`src/rtl/ks_data_path_param_pkg.sv`:
```
// Shared types for the K&S datapath: instruction decode enum, opcodes, ALU ops.
package k_and_s_pkg;

  typedef enum logic [3:0] {
    I_NOP, I_BRANCH, I_BZERO, I_BNEG, I_BOV, I_BNOV, I_BNNEG, I_BNZERO,
    I_LOAD, I_STORE, I_MOVE, I_ADD, I_SUB, I_AND, I_OR, I_HALT
  } decoded_instruction_type;

  typedef enum logic [1:0] {
    ALU_ADD = 2'b00,
    ALU_SUB = 2'b01,
    ALU_AND = 2'b10,
    ALU_OR  = 2'b11
  } alu_op_t;

  localparam logic [7:0] OP_NOP    = 8'h00;
  localparam logic [7:0] OP_BRANCH = 8'h01;
  localparam logic [7:0] OP_BZERO  = 8'h02;
  localparam logic [7:0] OP_BNEG   = 8'h03;
  localparam logic [7:0] OP_BOV    = 8'h05;
  localparam logic [7:0] OP_BNOV   = 8'h06;
  localparam logic [7:0] OP_BNNEG  = 8'h0A;
  localparam logic [7:0] OP_BNZERO = 8'h0B;
  localparam logic [7:0] OP_LOAD   = 8'h81;
  localparam logic [7:0] OP_STORE  = 8'h82;
  localparam logic [7:0] OP_MOVE   = 8'h91;
  localparam logic [7:0] OP_ADD    = 8'hA1;
  localparam logic [7:0] OP_SUB    = 8'hA2;
  localparam logic [7:0] OP_AND    = 8'hA3;
  localparam logic [7:0] OP_OR     = 8'hA4;
  localparam logic [7:0] OP_HALT   = 8'hFF;

  // Unknown opcodes fall back to NOP so a corrupt fetch never stalls the sequencer.
  function automatic decoded_instruction_type decode_opcode(input logic [7:0] opc);
    decoded_instruction_type d;
    case (opc)
      OP_BRANCH: d = I_BRANCH;
      OP_BZERO:  d = I_BZERO;
      OP_BNEG:   d = I_BNEG;
      OP_BOV:    d = I_BOV;
      OP_BNOV:   d = I_BNOV;
      OP_BNNEG:  d = I_BNNEG;
      OP_BNZERO: d = I_BNZERO;
      OP_LOAD:   d = I_LOAD;
      OP_STORE:  d = I_STORE;
      OP_MOVE:   d = I_MOVE;
      OP_ADD:    d = I_ADD;
      OP_SUB:    d = I_SUB;
      OP_AND:    d = I_AND;
      OP_OR:     d = I_OR;
      OP_HALT:   d = I_HALT;
      default:   d = I_NOP;
    endcase
    return d;
  endfunction

endpackage

```
`src/rtl/ks_data_path_param_if.sv`:
```
// Control-unit / RAM side bundle for the K&S datapath.
interface ks_data_path_param_if
  import k_and_s_pkg::*;
#(
  parameter int DATA_W = 16,
  parameter int ADDR_W = 5
);
  logic                    branch;
  logic                    pc_enable;
  logic                    ir_enable;
  logic                    addr_sel;
  logic                    c_sel;
  alu_op_t                 operation;
  logic                    write_reg_enable;
  logic                    flags_reg_enable;
  decoded_instruction_type decoded_instruction;
  logic                    zero_op;
  logic                    neg_op;
  logic                    unsigned_overflow;
  logic                    signed_overflow;
  logic [ADDR_W-1:0]       ram_addr;
  logic [DATA_W-1:0]       data_out;
  logic [DATA_W-1:0]       data_in;

  // master: control unit plus RAM read port; slave: the datapath
  modport master (
    output branch, pc_enable, ir_enable, addr_sel, c_sel, operation,
    output write_reg_enable, flags_reg_enable, data_in,
    input  decoded_instruction, zero_op, neg_op, unsigned_overflow,
    input  signed_overflow, ram_addr, data_out
  );

  modport slave (
    input  branch, pc_enable, ir_enable, addr_sel, c_sel, operation,
    input  write_reg_enable, flags_reg_enable, data_in,
    output decoded_instruction, zero_op, neg_op, unsigned_overflow,
    output signed_overflow, ram_addr, data_out
  );
endinterface

```
`src/rtl/ks_data_path_param_alu.sv`:
```
// Combinational 4-op ALU with zero/sign/carry-borrow/overflow flags.
module ks_alu
  import k_and_s_pkg::*;
#(
  parameter int DATA_W = 16
) (
  input  logic [DATA_W-1:0] a,
  input  logic [DATA_W-1:0] b,
  input  alu_op_t           op,
  output logic [DATA_W-1:0] result,
  output logic              zero,
  output logic              neg,
  output logic              uov,
  output logic              sov
);
  logic [DATA_W:0] sum;
  logic [DATA_W:0] diff;

  assign sum  = {1'b0, a} + {1'b0, b};
  // The extra bit of the widened subtraction is the unsigned borrow (a < b).
  assign diff = {1'b0, a} - {1'b0, b};

  always_comb begin
    result = '0;
    uov    = 1'b0;
    sov    = 1'b0;
    case (op)
      ALU_ADD: begin
        result = sum[DATA_W-1:0];
        uov    = sum[DATA_W];
        sov    = (a[DATA_W-1] == b[DATA_W-1]) && (sum[DATA_W-1] != a[DATA_W-1]);
      end
      ALU_SUB: begin
        result = diff[DATA_W-1:0];
        uov    = diff[DATA_W];
        sov    = (a[DATA_W-1] != b[DATA_W-1]) && (diff[DATA_W-1] != a[DATA_W-1]);
      end
      ALU_AND: result = a & b;
      ALU_OR:  result = a | b;
      default: result = '0;
    endcase
  end

  assign zero = (result == '0);
  assign neg  = result[DATA_W-1];
endmodule

```
`src/rtl/ks_data_path_param.sv`:
```
// Parametrised K&S datapath: PC, IR, register file, ALU and registered flags,
// sequenced by an external control unit over the slave modport.
module ks_data_path_param
  import k_and_s_pkg::*;
#(
  parameter int DATA_W = 16,
  parameter int ADDR_W = 5,
  parameter int NREGS  = 4
) (
  input logic                  clk,
  input logic                  rst_n,
  ks_data_path_param_if.slave  bus
);
  localparam int RW = $clog2(NREGS);

  logic [ADDR_W-1:0] pc_reg;
  logic [DATA_W-1:0] ir_reg;
  logic [DATA_W-1:0] regs_reg [NREGS];
  logic              zero_reg, neg_reg, uov_reg, sov_reg;

  decoded_instruction_type dec;
  logic [RW-1:0]     a_addr, b_addr, c_addr;
  logic [RW-1:0]     mem_reg;
  logic [ADDR_W-1:0] mem_addr;
  logic              b_zero;
  logic [DATA_W-1:0] bus_a, bus_b, bus_c, alu_result;
  logic              alu_zero, alu_neg, alu_uov, alu_sov;
  logic [NREGS-1:0]  reg_we;
  logic              unused_ir_bits;

  assign dec      = decode_opcode(ir_reg[DATA_W-1 -: 8]);
  assign mem_reg  = ir_reg[ADDR_W+RW-1:ADDR_W];
  assign mem_addr = ir_reg[ADDR_W-1:0];
  // Not every IR bit feeds a field in every format; fold them to keep them referenced.
  assign unused_ir_bits = ^ir_reg;

  always_comb begin
    a_addr = ir_reg[3*RW-1:2*RW];
    b_addr = ir_reg[2*RW-1:RW];
    c_addr = ir_reg[RW-1:0];
    b_zero = 1'b0;
    case (dec)
      I_LOAD:  c_addr = mem_reg;
      I_STORE: a_addr = mem_reg;
      I_MOVE:  b_zero = 1'b1;
      default: ;
    endcase
  end

  assign bus_a = regs_reg[a_addr];
  assign bus_b = b_zero ? '0 : regs_reg[b_addr];
  assign bus_c = bus.c_sel ? bus.data_in : alu_result;

  ks_alu #(.DATA_W(DATA_W)) u_alu (
    .a      (bus_a),
    .b      (bus_b),
    .op     (bus.operation),
    .result (alu_result),
    .zero   (alu_zero),
    .neg    (alu_neg),
    .uov    (alu_uov),
    .sov    (alu_sov)
  );

  genvar gi;
  generate
    for (gi = 0; gi < NREGS; gi++) begin : g_we
      assign reg_we[gi] = bus.write_reg_enable && (c_addr == RW'(gi));
    end
  endgenerate

  always_ff @(posedge clk or negedge rst_n) begin
    if (!rst_n) begin
      for (int i = 0; i < NREGS; i++) regs_reg[i] <= '0;
    end else begin
      for (int i = 0; i < NREGS; i++) begin
        if (reg_we[i]) regs_reg[i] <= bus_c;
      end
    end
  end

  // Branch target comes from the pre-edge IR even when IR loads on the same edge.
  always_ff @(posedge clk or negedge rst_n) begin
    if (!rst_n) begin
      pc_reg <= '0;
      ir_reg <= '0;
    end else begin
      if (bus.pc_enable) pc_reg <= bus.branch ? mem_addr : pc_reg + 1'b1;
      if (bus.ir_enable) ir_reg <= bus.data_in;
    end
  end

  always_ff @(posedge clk or negedge rst_n) begin
    if (!rst_n) begin
      zero_reg <= 1'b0;
      neg_reg  <= 1'b0;
      uov_reg  <= 1'b0;
      sov_reg  <= 1'b0;
    end else if (bus.flags_reg_enable) begin
      zero_reg <= alu_zero;
      neg_reg  <= alu_neg;
      uov_reg  <= alu_uov;
      sov_reg  <= alu_sov;
    end
  end

  assign bus.decoded_instruction = dec;
  assign bus.zero_op             = zero_reg;
  assign bus.neg_op              = neg_reg;
  assign bus.unsigned_overflow   = uov_reg;
  assign bus.signed_overflow     = sov_reg;
  assign bus.ram_addr            = bus.addr_sel ? mem_addr : pc_reg;
  assign bus.data_out            = bus_a;
endmodule
```
`src/flat_wrapper.sv`:
```
// flat-port wrapper written by rule: the top's interface ports become plain ports
module ks_data_path_param_flat import k_and_s_pkg::*;
#(
  parameter int DATA_W = 16,
  parameter int ADDR_W = 5,
  parameter int NREGS  = 4
)
  (clk, rst_n, bus_branch, bus_pc_enable, bus_ir_enable, bus_addr_sel, bus_c_sel, bus_operation, bus_write_reg_enable, bus_flags_reg_enable, bus_data_in, bus_decoded_instruction, bus_zero_op, bus_neg_op, bus_unsigned_overflow, bus_signed_overflow, bus_ram_addr, bus_data_out);
  ks_data_path_param_if #(.DATA_W(DATA_W), .ADDR_W(ADDR_W)) bus_i ();
  input logic clk;
  input logic rst_n;
  input wire logic [$bits(bus_i.branch)-1:0] bus_branch;
  input wire logic [$bits(bus_i.pc_enable)-1:0] bus_pc_enable;
  input wire logic [$bits(bus_i.ir_enable)-1:0] bus_ir_enable;
  input wire logic [$bits(bus_i.addr_sel)-1:0] bus_addr_sel;
  input wire logic [$bits(bus_i.c_sel)-1:0] bus_c_sel;
  input wire logic [$bits(bus_i.operation)-1:0] bus_operation;
  input wire logic [$bits(bus_i.write_reg_enable)-1:0] bus_write_reg_enable;
  input wire logic [$bits(bus_i.flags_reg_enable)-1:0] bus_flags_reg_enable;
  input wire logic [$bits(bus_i.data_in)-1:0] bus_data_in;
  output wire logic [$bits(bus_i.decoded_instruction)-1:0] bus_decoded_instruction;
  output wire logic [$bits(bus_i.zero_op)-1:0] bus_zero_op;
  output wire logic [$bits(bus_i.neg_op)-1:0] bus_neg_op;
  output wire logic [$bits(bus_i.unsigned_overflow)-1:0] bus_unsigned_overflow;
  output wire logic [$bits(bus_i.signed_overflow)-1:0] bus_signed_overflow;
  output wire logic [$bits(bus_i.ram_addr)-1:0] bus_ram_addr;
  output wire logic [$bits(bus_i.data_out)-1:0] bus_data_out;
  assign bus_i.branch = bus_branch;
  assign bus_i.pc_enable = bus_pc_enable;
  assign bus_i.ir_enable = bus_ir_enable;
  assign bus_i.addr_sel = bus_addr_sel;
  assign bus_i.c_sel = bus_c_sel;
  assign bus_i.operation = bus_operation;
  assign bus_i.write_reg_enable = bus_write_reg_enable;
  assign bus_i.flags_reg_enable = bus_flags_reg_enable;
  assign bus_i.data_in = bus_data_in;
  assign bus_decoded_instruction = bus_i.decoded_instruction;
  assign bus_zero_op = bus_i.zero_op;
  assign bus_neg_op = bus_i.neg_op;
  assign bus_unsigned_overflow = bus_i.unsigned_overflow;
  assign bus_signed_overflow = bus_i.signed_overflow;
  assign bus_ram_addr = bus_i.ram_addr;
  assign bus_data_out = bus_i.data_out;
  ks_data_path_param #(.DATA_W(DATA_W), .ADDR_W(ADDR_W), .NREGS(NREGS)) u_core (.clk(clk), .rst_n(rst_n), .bus(bus_i));
endmodule
```
`config.mk`:
```
export PLATFORM = sky130hd
export DESIGN_NAME = ks_data_path_param_flat
export DESIGN_NICKNAME = d
export VERILOG_FILES = /design/src/rtl/ks_data_path_param_pkg.sv /design/src/rtl/ks_data_path_param_if.sv /design/src/rtl/ks_data_path_param_alu.sv /design/src/rtl/ks_data_path_param.sv /design/src/flat_wrapper.sv
export SDC_FILE = /design/constraint.sdc
export NUM_CORES = 1
export LEC_CHECK = 0
export BUFFER_PORTS_ARGS = -buffer_cell sky130_fd_sc_hd__buf_2
export CAP_MARGIN = 40
export CORE_MARGIN = 5
export CORE_UTILIZATION = 39
export DETAILED_ROUTE_END_ITERATION = 10
export GPL_ROUTABILITY_DRIVEN = 0
export PLACE_DENSITY_LB_ADDON = 0.25
export RECOVER_POWER = 50
export REMOVE_ABC_BUFFERS = 1
export SYNTH_ARGS = -nofsm -noshare
export SYNTH_HDL_FRONTEND = slang
export SYNTH_SLANG_ARGS = --single-unit
```
`constraint.sdc`:
```
create_clock -name clk -period 6.18 [get_ports clk]
set_input_delay 1.236 -clock clk [delete_from_list [all_inputs] [get_ports clk]]
set_output_delay 1.236 -clock clk [all_outputs]
set_load 0.05 [all_outputs]
```
==> qor.csv, run 1 <==
metric;value;unit
final_cells;1207;
initial_core_util;39.7;%
area_growth;11.8;%
failed_checks;capacitance limit, slew limit;
hold_viol;0;
antenna_found_initial;0;
pin_count;56;
cp_max_fo;15;
synth.distinct_cells;85;
grt.overflow.total;0;
fmax;0.180;GHz
synthXorXnorAreaFrac;1.13;%
power_density;541;mW/mm2
crit_path_end_kind;register;
ys_async_sr_fraction;100;%
run_status;complete, but fails checks;
grt_setup_unrepaired;false;
wl;23.1;mm
vias;6995;
rows;51;
cts_resized;0;
die_area;0.0228;mm2
cts.path.max_buffers;2;
dp_slack;0.709;ns
synth_common_cells;107 x nand2_1, 102 x o21ai_0, 88 x dfrtp_1;
synth_edf_count;0;
synth_compound_area_share;22.0;%
netlist_instances;904;
crit_arrival;5.74;ns
max-slew-margin-rel;-66.1;%
fin_ws;0.638;ns
post_drt_via_cell_ratio;5.80;
h-tree-depth;3;
leakage;3.95;nW
synth_top_family_by_area;compound AO/OA/AOI/OAI gates;
hp-class;reg2reg;
grt_pass1_vias;6533;
timing.final.crit_share;89.7;%
core_region_area;0.0195;mm2
synthAdderAreaFrac;7.36;%
start_kind;register;
fin_skew;0.00836;ns
cp_slowest_cell;or3b_2;
dp.cells;1191;
synthFlopType;dfrtp_1;
dieWidth;151;um
postRouteAntennaNets;0;
numCtsBuffers;9;
drc;0;
worstMarginPinSlew;2.49;ns
cts_hold_buf;0;
io_buffers;55;
grt_pass1_wl;36.7;mm
clkSlewWorstSetupHoldPaths;0.07;ns
nets;1009;
synthTopCellsByArea;dfrtp_1 28%, mux2_2 8.0%, ha_1 7.1%, mux2i_1 6.6%, o21ai_0 6.6%;
layout-drive-gt1-share;20.1;%
ys_ff_latch;88;
worstPathRequired;6.38;ns
grt_max_degree;52;
dpl.hpwl;17.8;mm
yosysTopAreaCell;dfrtp_1;
synth-simple-area-share;17.0;%
slowest_delay;0.49;ns
worst-r2r-setup-slack;0.64;ns
nFillCells;2008;
synth_warnings;0;
synth_most_common_cell;nand2_1;
irDropWorstVdd;154;uV
ys_seq_area_share;28.4;%
clk_latency;0.34;ns
crit_type;reg2reg;
path_cells;nor4_4 > nand2_4 > mux2i_2 > buf_4 > mux2_2 > inv_1 > ha_1 > inv_1 > fa_1 > or3b_2 > a211oi_1 > o311ai_0 > o311ai_1 > a31oi_1 > a211oi_1 > o311ai_0 > a41oi_1 > o21ai_0;
cts_tree;yes;
cts_root_buffer;clkbuf_16;
synth.mux.area_fraction;18.7;%
die_y;151;um
drt_iter0_drc;553;
first_pass_iters;8;
avgRoutedWirePerCell;19.1;um
avgSynthCellArea;8.57;um2
fin_crit;5.54;ns
setup_viol_count_final;0;
final_max_slew_viol_count;52;
largest_reg_flops;64;
clock_sinks;88;
drv_cap;1;
diodes;0;
syn_area;0.00775;mm2
grtUsageTotal;20.5;%
synth_top_area_share;28.4;%
post-cts-setup-buffers;0;
worst max-delay path: cells and delay by family, from the launching register on:
| family | cells | cell delay, ns |
|---|---|---|
| mux | 2 | 0.61 |
| fa+ha+maj | 2 | 0.60 |
| flops | 1 | 0.47 |
| compound gates | 8 | 2.13 |
| simple gates | 3 | 1.12 |
| buf+inv | 3 | 0.45 |
path summary, 6_finish.rpt:
kind / from / to / depth (start not counted)
worst min-delay path: u_core.regs_reg[40] / u_core.regs_reg[40] / 2
worst max-delay path: u_core.ir_reg[11] / u_core.regs_reg[44] / 18
worst min register to register: u_core.regs_reg[40] / u_core.regs_reg[40] / 2
max in group asynchronous: rst_n / u_core.regs_reg[28] / 3
min in group asynchronous: rst_n / u_core.regs_reg[4] / 1
worst max register to register: u_core.ir_reg[11] / u_core.regs_reg[44] / 18
area by class of cell:
class,instances,area (um2),share of cell area (%)
sequential,88,2200,25.4
inverter,60,225,2.60
timing repair buffer,71,438,5.06
multi-input combinational,707,5140,59.4
clock buffer,9,225,2.60
clock inverter,7,95.1,1.10
tap,265,332,3.83
routing by layer:
layer,wire [um],share of wire (%),up-vias,GRT usage [%]
met1,11000,48,3354,30.7
met2,10500,46,231,32.2
met3,1230,5.3,27,1.77
met4,325,1.4,0,4.62
met5,0,0,-,0
li1,-,-,3383,-
logic make-up (layout without fill, tap and decap cells):
group,count (synthesis),after routing
AO/OA/AOI/OAI,267,267
XOR/XNOR,10,10
adder cells (fa/ha/maj),45,45
buffers and inverters,109,147
flip-flops,88,88
multiplexers,120,120
AND/OR/NAND/NOR,265,265
cells in the final DEF, fill, tap and decap left out, types with 13 or more instances in the layout:
cell       n
dfrtp_1   88
a21oi_1   54
mux2i_1   49
buf_2     52
nand3_1   16
o21ai_0  101
nand2_1  107
mux2_2    55
nor3_1    21
nor2_1    41
inv_1     57
mux4_2    13
ha_1      44
power breakdown:
| part | internal (mW) | switching [mW] | total (mW) |
|---|---|---|---|
| clock | 0.355 | 0.238 | 0.593 |
| sequential | 0.793 | 0.202 | 0.995 |
| combinational | 1.15 | 1.95 | 3.10 |
metrics by stage:
step / TNS (ns) / cell area, um2 / power, mW / hold WS [ns] / util [%]
floorplan: -6.61 / 7550 / 3.25 / 0.465 / -
global placement: 0 / 8270 / 4.02 / 0.482 / 42.4
detailed placement: 0 / 8370 / 4.05 / 0.487 / 42.9
CTS: 0 / 8690 / 4.66 / 0.501 / 44.5
global route: 0 / 8660 / 5.06 / 0.528 / 44.4
finish: 0 / 8660 / 4.69 / 0.503 / 44.4
No activity file was read; power rests on OpenSTA's default activity.
==> run 2, diff against run 1 <==
--- a/config.mk
+++ b/config.mk
@@ -9,8 +9,10 @@
 export CAP_MARGIN = 40
 export CORE_MARGIN = 5
 export CORE_UTILIZATION = 39
+export CTS_BUF_LIST = sky130_fd_sc_hd__clkbuf_8
 export DETAILED_ROUTE_END_ITERATION = 10
 export GPL_ROUTABILITY_DRIVEN = 0
+export MAX_ROUTING_LAYER = met4
 export PLACE_DENSITY_LB_ADDON = 0.25
 export RECOVER_POWER = 50
 export REMOVE_ABC_BUFFERS = 1
==> run 2 against run 1 <==
Effect of this change: the flow still finishes with violations (capacitance limit, slew limit); highest routed layer unchanged; clock power is 24% lower; die area stayed put; via count is 0.79% higher; largest cell class unchanged; critical path type unchanged.
==> qor.csv, run 2 (synthesis gave the netlist of run 1 again) <==
metric;value;unit
run_status;complete, but fails checks;
failed_checks;capacitance limit, slew limit;
postRouteAntennaNets;0;
grt_setup_unrepaired;false;
grt.overflow.total;0;
cts.path.max_buffers;2;
die_area;0.0228;mm2
post_drt_via_cell_ratio;5.84;
rows;51;
largest_reg_flops;64;
cp_slowest_cell;or3b_2;
dpl_cell_area;0.00837;mm2
drt_iter0_drc;577;
dieWidth;151;um
cts_hold_buf;0;
cp_max_fo;15;
crit_buf_inv;3;
leakage;3.90;nW
first_pass_iters;5;
crit_type;reg2reg;
max-slew-margin-rel;-92.1;%
final_cell_mix;107 x nand2_1, 101 x o21ai_0, 88 x dfrtp_1;
clk_latency;0.36;ns
irDropWorstVdd;130;uV
vias;7050;
drc;0;
nets;1009;
h-tree-depth;3;
grt_max_degree;52;
area_growth;10.4;%
drv_cap;1;
die_y;151;um
hp-class;reg2reg;
dpl.hpwl;17.8;mm
crit_path_end_kind;register;
power_density;532;mW/mm2
wl;23.1;mm
fin_area;0.00855;mm2
layout_commonest_cell;nand2_1;
power;4.55;mW
worstPathRequired;6.40;ns
grtUsageTotal;21.0;%
hold_viol;0;
post-cts-setup-buffers;0;
antenna_found_initial;0;
final_max_slew_viol_count;52;
crit_arrival;5.83;ns
fmax;0.178;GHz
core_region_area;0.0195;mm2
layout-drive-gt1-share;20.1;%
cts_root_buffer;clkbuf_8;
initial_core_util;39.7;%
worstMarginPinSlew;2.88;ns
clkSlewWorstSetupHoldPaths;0.10;ns
timing.final.crit_share;90.8;%
clock_sinks;88;
fin_crit;5.61;ns
grt_pass1_vias;6532;
path_cells;nor4_4 > nand2_4 > mux2i_2 > buf_4 > mux2_2 > inv_1 > ha_1 > inv_1 > fa_1 > or3b_2 > a211oi_1 > o311ai_0 > o311ai_1 > a31oi_1 > a211oi_1 > o311ai_0 > a41oi_1 > o21ai_0;
io_buffers;55;
numCtsBuffers;9;
setup_viol_count_final;0;
fin_skew;0.0182;ns
start_kind;register;
diodes;0;
cts_tree;yes;
grt_pass1_wl;36.6;mm
avgRoutedWirePerCell;19.1;um
slowest_delay;0.49;ns
pin_count;56;
cts_resized;0;
cp_top_family;compound AO/OA/AOI/OAI gates;
tns;0;ns
run 2: cell count changes in the layout (fill, tap and decap cells not counted):
cell and delta:
clkdlybuf4s25_1 -1, clkbuf_1 +1, clkbuf_16 -9, clkbuf_8 +9
run 2: layout make-up:
type                            count  area [um2]
Multi-Input combinational cell    707        5140
Inverter                           60         225
Fill cell                        2019       11000
Clock inverter                      7        95.1
Timing Repair Buffer               71         432
Sequential cell                    88        2200
Clock buffer                        9         124
Tap cell                          265         332
run 2: worst min-delay path, delay by kind of cell, from the launching register on:
kind             cells  cell delay [ns]
AO/OA/AOI/OAI        1             0.06
flip-flops           1             0.37
AND/OR/NAND/NOR      1             0.05
run 2: power breakdown:
part / switching, mW / internal [mW] / leakage, nW
clock network: 0.220 / 0.229 / 0.110
logic: 1.95 / 1.15 / 2.71
registers: 0.203 / 0.791 / 1.08
total: 2.37 / 2.17 / 3.90
run 2: per-layer routing:
layer	part of all wire (%)	vias to the layer above	global-route usage [%]
li1	-	3389	-
met4	1.3	0	4.71
met5	0	-	-
met3	4.8	22	1.89
met1	48	3422	30.5
met2	46	217	32.2
run 2: worst paths after layout:
path | depth (start not counted) | slack (ns) | start | to
setup / recovery | 18 | 0.57 | u_core.ir_reg[11] | u_core.regs_reg[44]
max in group asynchronous | 3 | 1.04 | rst_n | u_core.regs_reg[30]
min in group asynchronous | 1 | 1.15 | rst_n | u_core.regs_reg[27]
setup reg to reg | 18 | 0.57 | u_core.ir_reg[11] | u_core.regs_reg[44]
hold reg to reg | 2 | 0.51 | u_core.regs_reg[40] | u_core.regs_reg[40]
hold / removal | 2 | 0.51 | u_core.regs_reg[40] | u_core.regs_reg[40]
run 2: per-stage QoR:
stage          utilization [%]  hold slack [ns]  setup slack, ns  cells
3_5_place_dp              42.9            0.487            0.709   1191
4_1_cts                   44.0            0.507            0.654   1207
3_3_place_gp              42.4            0.482            0.850   1187
5_1_grt                   43.8            0.535           0.0633   1207
6_report                  43.8            0.510            0.569   1207
2_1_floorplan                -            0.465           -0.520    855
